$ cat src/rtl/stack_arbiter.sv
// Two-requester round-robin front end for a single-port stack core (IDLE/ISSUE/WAIT/RESP).
// Optional WAIT-state timeout abort is enabled by defining STACK_ARB_TIMEOUT_EN.
module stack_arbiter #(
  parameter int DATA_W      = 8,
  parameter int TIMEOUT_CYC = 15
) (
  input  logic              clk,
  input  logic              rst_n,
  input  logic              req_a,
  input  logic              req_b,
  input  logic              op_a,
  input  logic              op_b,
  input  logic [DATA_W-1:0] wdata_a,
  input  logic [DATA_W-1:0] wdata_b,
  output logic              ack_a,
  output logic              ack_b,
  output logic              err_a,
  output logic              err_b,
  output logic [DATA_W-1:0] rdata,
  output logic              stk_push,
  output logic              stk_pop,
  output logic [DATA_W-1:0] stk_wdata,
  input  logic [DATA_W-1:0] stk_rdata,
  input  logic              stk_done,
  input  logic              stk_empty,
  input  logic              stk_full,
  output logic              busy,
  output logic              owner
);

  typedef enum logic [1:0] {
    S_IDLE  = 2'd0,
    S_ISSUE = 2'd1,
    S_WAIT  = 2'd2,
    S_RESP  = 2'd3
  } state_t;

  state_t            r_state, w_state_nxt;
  logic              r_owner, w_owner_nxt;
  logic              r_op, w_op_nxt;
  logic              r_prio_b, w_prio_b_nxt;
  logic              r_ack_a, w_ack_a_nxt;
  logic              r_ack_b, w_ack_b_nxt;
  logic              r_err_a, w_err_a_nxt;
  logic              r_err_b, w_err_b_nxt;
  logic              r_push, w_push_nxt;
  logic              r_pop, w_pop_nxt;
  logic              r_busy, w_busy_nxt;
  logic [DATA_W-1:0] r_rdata, w_rdata_nxt;
  logic [DATA_W-1:0] r_stk_wdata, w_stk_wdata_nxt;

  logic              w_win;
  logic              w_win_op;
  logic              w_win_reject;
  logic [DATA_W-1:0] w_win_data;

`ifdef STACK_ARB_TIMEOUT_EN
  localparam int CNT_W = (TIMEOUT_CYC > 1) ? $clog2(TIMEOUT_CYC) : 1;
  logic [CNT_W-1:0] r_wait_cnt, w_wait_cnt_nxt;
  logic             w_wait_expired;
  assign w_wait_expired = (r_wait_cnt == CNT_W'(TIMEOUT_CYC - 1));
`else
  logic w_unused_timeout;
  assign w_unused_timeout = (TIMEOUT_CYC > 0);
`endif

  // Winner selection: a lone requester wins, contention goes to the side not served last.
  always_comb begin
    if (req_a && req_b) begin
      w_win = r_prio_b;
    end else if (req_b) begin
      w_win = 1'b1;
    end else begin
      w_win = 1'b0;
    end
    w_win_op     = w_win ? op_b : op_a;
    w_win_data   = w_win ? wdata_b : wdata_a;
    w_win_reject = w_win_op ? stk_full : stk_empty;
  end

  // Next-state and next-output logic; all outputs are registered from these values.
  always_comb begin
    w_state_nxt     = r_state;
    w_owner_nxt     = r_owner;
    w_op_nxt        = r_op;
    w_prio_b_nxt    = r_prio_b;
    w_rdata_nxt     = r_rdata;
    w_stk_wdata_nxt = r_stk_wdata;
    w_push_nxt      = 1'b0;
    w_pop_nxt       = 1'b0;
    w_ack_a_nxt     = 1'b0;
    w_ack_b_nxt     = 1'b0;
    w_err_a_nxt     = 1'b0;
    w_err_b_nxt     = 1'b0;
`ifdef STACK_ARB_TIMEOUT_EN
    w_wait_cnt_nxt  = r_wait_cnt;
`endif
    case (r_state)
      S_IDLE: begin
        if (req_a || req_b) begin
          w_owner_nxt = w_win;
          w_op_nxt    = w_win_op;
          // Full/empty is checked up front so a doomed command never reaches the core.
          if (w_win_reject) begin
            w_state_nxt = S_RESP;
            w_ack_a_nxt = ~w_win;
            w_ack_b_nxt = w_win;
            w_err_a_nxt = ~w_win;
            w_err_b_nxt = w_win;
          end else begin
            w_state_nxt     = S_ISSUE;
            w_push_nxt      = w_win_op;
            w_pop_nxt       = ~w_win_op;
            w_stk_wdata_nxt = w_win_data;
          end
        end else begin
          w_state_nxt = S_IDLE;
        end
      end
      S_ISSUE: begin
        w_state_nxt = S_WAIT;
`ifdef STACK_ARB_TIMEOUT_EN
        w_wait_cnt_nxt = '0;
`endif
      end
      S_WAIT: begin
        if (stk_done) begin
          w_state_nxt = S_RESP;
          w_ack_a_nxt = ~r_owner;
          w_ack_b_nxt = r_owner;
          if (!r_op) begin
            w_rdata_nxt = stk_rdata;
          end else begin
            w_rdata_nxt = r_rdata;
          end
        end
`ifdef STACK_ARB_TIMEOUT_EN
        else if (w_wait_expired) begin
          w_state_nxt = S_RESP;
          w_ack_a_nxt = ~r_owner;
          w_ack_b_nxt = r_owner;
          w_err_a_nxt = ~r_owner;
          w_err_b_nxt = r_owner;
        end else begin
          w_wait_cnt_nxt = r_wait_cnt + CNT_W'(1);
        end
`else
        else begin
          w_state_nxt = S_WAIT;
        end
`endif
      end
      S_RESP: begin
        w_state_nxt  = S_IDLE;
        w_prio_b_nxt = ~r_owner;
      end
      default: begin
        w_state_nxt = S_IDLE;
      end
    endcase
    w_busy_nxt = (w_state_nxt != S_IDLE);
  end

  // State and registered outputs; reset drops any transaction in flight without an ack.
  always_ff @(posedge clk or negedge rst_n) begin
    if (!rst_n) begin
      r_state     <= S_IDLE;
      r_owner     <= 1'b0;
      r_op        <= 1'b0;
      r_prio_b    <= 1'b0;
      r_ack_a     <= 1'b0;
      r_ack_b     <= 1'b0;
      r_err_a     <= 1'b0;
      r_err_b     <= 1'b0;
      r_push      <= 1'b0;
      r_pop       <= 1'b0;
      r_busy      <= 1'b0;
      r_rdata     <= '0;
      r_stk_wdata <= '0;
    end else begin
      r_state     <= w_state_nxt;
      r_owner     <= w_owner_nxt;
      r_op        <= w_op_nxt;
      r_prio_b    <= w_prio_b_nxt;
      r_ack_a     <= w_ack_a_nxt;
      r_ack_b     <= w_ack_b_nxt;
      r_err_a     <= w_err_a_nxt;
      r_err_b     <= w_err_b_nxt;
      r_push      <= w_push_nxt;
      r_pop       <= w_pop_nxt;
      r_busy      <= w_busy_nxt;
      r_rdata     <= w_rdata_nxt;
      r_stk_wdata <= w_stk_wdata_nxt;
    end
  end

`ifdef STACK_ARB_TIMEOUT_EN
  // WAIT-state cycle counter, cleared on the way into WAIT.
  always_ff @(posedge clk or negedge rst_n) begin
    if (!rst_n) begin
      r_wait_cnt <= '0;
    end else begin
      r_wait_cnt <= w_wait_cnt_nxt;
    end
  end
`endif

  assign ack_a     = r_ack_a;
  assign ack_b     = r_ack_b;
  assign err_a     = r_err_a;
  assign err_b     = r_err_b;
  assign rdata     = r_rdata;
  assign stk_push  = r_push;
  assign stk_pop   = r_pop;
  assign stk_wdata = r_stk_wdata;
  assign busy      = r_busy;
  assign owner     = r_owner;

  stack_arbiter_checker u_checker (
    .clk      (clk),
    .rst_n    (rst_n),
    .ack_a    (r_ack_a),
    .ack_b    (r_ack_b),
    .stk_push (r_push),
    .stk_pop  (r_pop),
    .busy     (r_busy)
  );

endmodule

// Protocol properties of the arbiter outputs, kept apart from the datapath.
module stack_arbiter_checker (
  input logic clk,
  input logic rst_n,
  input logic ack_a,
  input logic ack_b,
  input logic stk_push,
  input logic stk_pop,
  input logic busy
);

  a_strobe_excl: assert property (@(posedge clk) disable iff (!rst_n) !(stk_push && stk_pop));
  a_ack_excl:    assert property (@(posedge clk) disable iff (!rst_n) !(ack_a && ack_b));
  a_ack_busy:    assert property (@(posedge clk) disable iff (!rst_n) (ack_a || ack_b) |-> busy);
  a_strobe_one:  assert property (@(posedge clk) disable iff (!rst_n)
                                  (stk_push || stk_pop) |=> !(stk_push || stk_pop));

endmodule

$ cat config.mk
export PLATFORM = sky130hd
export DESIGN_NAME = stack_arbiter
export DESIGN_NICKNAME = d
export VERILOG_FILES = /design/src/rtl/stack_arbiter.sv
export SDC_FILE = /design/constraint.sdc
export NUM_CORES = 1
export LEC_CHECK = 0
export ABC_CLOCK_PERIOD_IN_PS = 2000
export CAP_MARGIN = 20
export CORE_AREA = 2 2 59 61
export CTS_CLUSTER_DIAMETER = 100
export CTS_CLUSTER_SIZE = 25
export DETAILED_ROUTE_END_ITERATION = 7
export DIE_AREA = 0 0 61 63
export GPL_ROUTABILITY_DRIVEN = 1
export GPL_TIMING_DRIVEN = 1
export MAX_ROUTING_LAYER = met4
export PLACE_DENSITY = 0.75
export SLEW_MARGIN = 20
export SYNTH_ARGS = -nofsm -noshare
export SYNTH_HDL_FRONTEND = slang
export SYNTH_SLANG_ARGS = --single-unit
$ cat constraint.sdc
create_clock -name clk -period 2 [get_ports clk]
set_input_delay 0.4 -clock clk [delete_from_list [all_inputs] [get_ports clk]]
set_output_delay 0.4 -clock clk [all_outputs]
set_load 0.01 [all_outputs]
==> run metrics, run 1 <==
Synth Area in Adders 0.0310; WL final 2790 µm; setup slack after layout 0.123 ns; Yosys warnings 0; RSZ-0062 raised after global routing no; number of buffers created by CTS 3; clk buf depth 2; post-synthesis sequential area ratio 0.579; M1 GR Usage 0.193; Tcrit/Tclk final 0.939; Diodes inserted 0; initial core utilization 0.375; outcome finished clean; busiest layer in global routing met2; WP data required 2.22 ns; width of the die 61 µm; Detail Route Antenna Nets 0; drt first pass iters 4; nets 208; global-route wire length before repair 4570 µm; Vias/cell 4.70; Slew HR 0.717; layout cells sized above 1 0.187; Reg2Reg Depth 6; detail-routed net length per standard cell 12.8 µm; CTS tree built; xor/xnor share of the synthesized area 0; P&R area growth vs syn 58.5%; initial antenna violation count 0; Cells after Synth 107; Post-Synthesis Cell Area 1210 µm²; Reg clk slew, reported paths 0.14 ns; later-pin clock latency in the skew report 0.32 ns; critical path endpoint category flip-flop; GR Util met3 0.0207; M2 GR Usage 0.274; die height 63 µm; number of DRC markers in iteration 0 11; synthesized flop and latch total 28; largest family of logic cells by synthesized area multiplexers; Setup CP Type in -> reg; Core Util, Final 0.594; worst min path class in -> async; placement-stage worst setup slack -0.228 ns; io pins 57; Synth Area in Compound Gates 0.0661; gr usage total 0.163; Final setup viols 0; Cells after DPL 213; CTS sink count 28; # rows 21; Max FO, Critical Path 8; post-CTS sizing 0; post-synthesis mux area share 0.160; DRC viols 0; vias in the first global route 1043; gp weighted congestion 0.909; Leak 0.848 nW; final hold vios 0; simple-gate share of the synthesized area 0.146; PD cells 1250 nW/µm²; fmax 533 MHz; Yosys cell types 20; hpwl dp 2240 µm; Slew @ Worst Pin 0.420 ns; root buffer cell clkbuf_4; Max Slew Vio Count 0; Post-Layout Cell Count 217; via count 1020; Final min period 1.88 ns; arrival time at the worst endpoint 2.10 ns; Syn Area/Cell 11.3 µm²; Worst Skew 0.00187 ns; die area 3840 µm²; Clock H-tree levels 1; Core ar. 3230 µm²; post-CTS setup buffer count 0; count of input and output buffers 56; Worst setup SP type primary input; GRT overflow 0; MaxCap Viol Count 0; VDD IR-drop max 0.457 mV; largest net degree at the start of global routing 29; syn nets 143; cts hold-fix bufs 0
==> where the power goes <==
group          internal [W]  total (W)  switching [W]
Clock              0.000111   0.000270       0.000159
Combinational      0.000723    0.00120       0.000481
Sequential         0.000814   0.000932       0.000118
==> registers in the layout, indices dropped and copies added (netlist names) <==
signal and cells:
stk_wdata 8, err_b 1, err_a 1, stk_push 1, ack_a 1, r_prio_b 1, r_op 1, ack_b 1
busy 1, rdata 8, owner 1, stk_pop 1, r_state 2
==> cells in the mapped netlist (all sizes together) <==
cell type	instances	share of area
nand4	1	0.0052
o22ai	1	0.0052
mux2i	1	0.011
ha	3	0.031
or2	1	0.0052
dfrtp	28	0.58
inv	3	0.0093
nand3	1	0.0041
a21oi	3	0.012
mux2	16	0.15
nor2	2	0.0062
o32ai	1	0.0072
nand2b	1	0.0072
a211oi	1	0.017
o21ai	6	0.025
nand2	31	0.096
nor3b	1	0.0062
and2	1	0.0072
clkbuf	3	0.0093
nor3	2	0.0083
==> critical path: stages <==
cell	delay, ns
clkdlybuf4s50_1	0.50
nand2b_2	0.08
and2_4	0.18
mux2i_2	0.17
a211oi_4	0.28
buf_12	0.16
mux2_2	0.33
==> per-stage QoR <==
| step | hold WS (ns) | setup TNS, ns | total power, W | instance area [µm²] |
|---|---|---|---|---|
| after CTS | 0.433 | 0 | 0.00244 | 1920 |
| final | 0.428 | 0 | 0.00241 | 1920 |
| after global placement | 0.460 | -1.76 | 0.00213 | 1880 |
| after global routing | 0.434 | 0 | 0.00260 | 1920 |
| after detailed placement | 0.473 | -2.23 | 0.00217 | 1880 |
| after floorplan | 0.104 | 0 | 0.00150 | 1210 |
==> layout by cell type, fill, tap and decap left out, drive strengths merged <==
master,instances
inv,3
and2,1
nand2b,1
clkbuf,4
mux2,16
o21ai,6
o22ai,1
dfrtp,28
a21oi,3
nand4,1
clkdlybuf4s50,56
nand2,31
a211oi,1
mux2i,1
o32ai,1
nor3b,1
buf,7
nor3,2
ha,3
nor2,2
or2,1
nand3,1
==> area by class of cell <==
cell class	instances	area, µm²
Inverter	3	11.3
Sequential cell	28	701
Tap cell	46	57.6
Multi-Input combinational cell	73	488
Clock buffer	4	36.3
Timing Repair Buffer	63	626
Fill cell	276	1310
==> metal layers <==
metal / part of all wire / wire (µm)
met3: 0.051 / 141
met1: 0.42 / 1160
met4: 0.011 / 31
met2: 0.52 / 1450
met5: 0 / 0
==> logic make-up (layout without fill, tap and decap cells) <==
logic type	count (synthesis)	count (layout)
DFF	28	28
and+or+nand+nor	41	41
AOI/OAI and AO/OA	12	12
buffers and inverters	6	70
muxes	17	17
adders and majority gates	3	3
==> worst paths after layout <==
check / startpoint / endpoint / slack [ns]
min in group clk: r_op / r_op / 0.50
max: req_a / stk_wdata[2] / 0.12
min reg2reg: r_op / r_op / 0.50
max reg2reg: r_prio_b / stk_wdata[2] / 0.19
max in group asynchronous: rst_n / rdata[4] / 1.32
min: rst_n / busy / 0.43
No activity file was read; power rests on OpenSTA's default activity.
==> run 2, diff against run 1 <==
CTS_CLUSTER_SIZE = not set   (was 25)
SYNTH_HIERARCHICAL = 1   (was not set)
==> results of run 2 <==
Final layout, timing and power as in run 1 (identical DEF).
Main changes from that run: Yosys warning count 0 -> 6
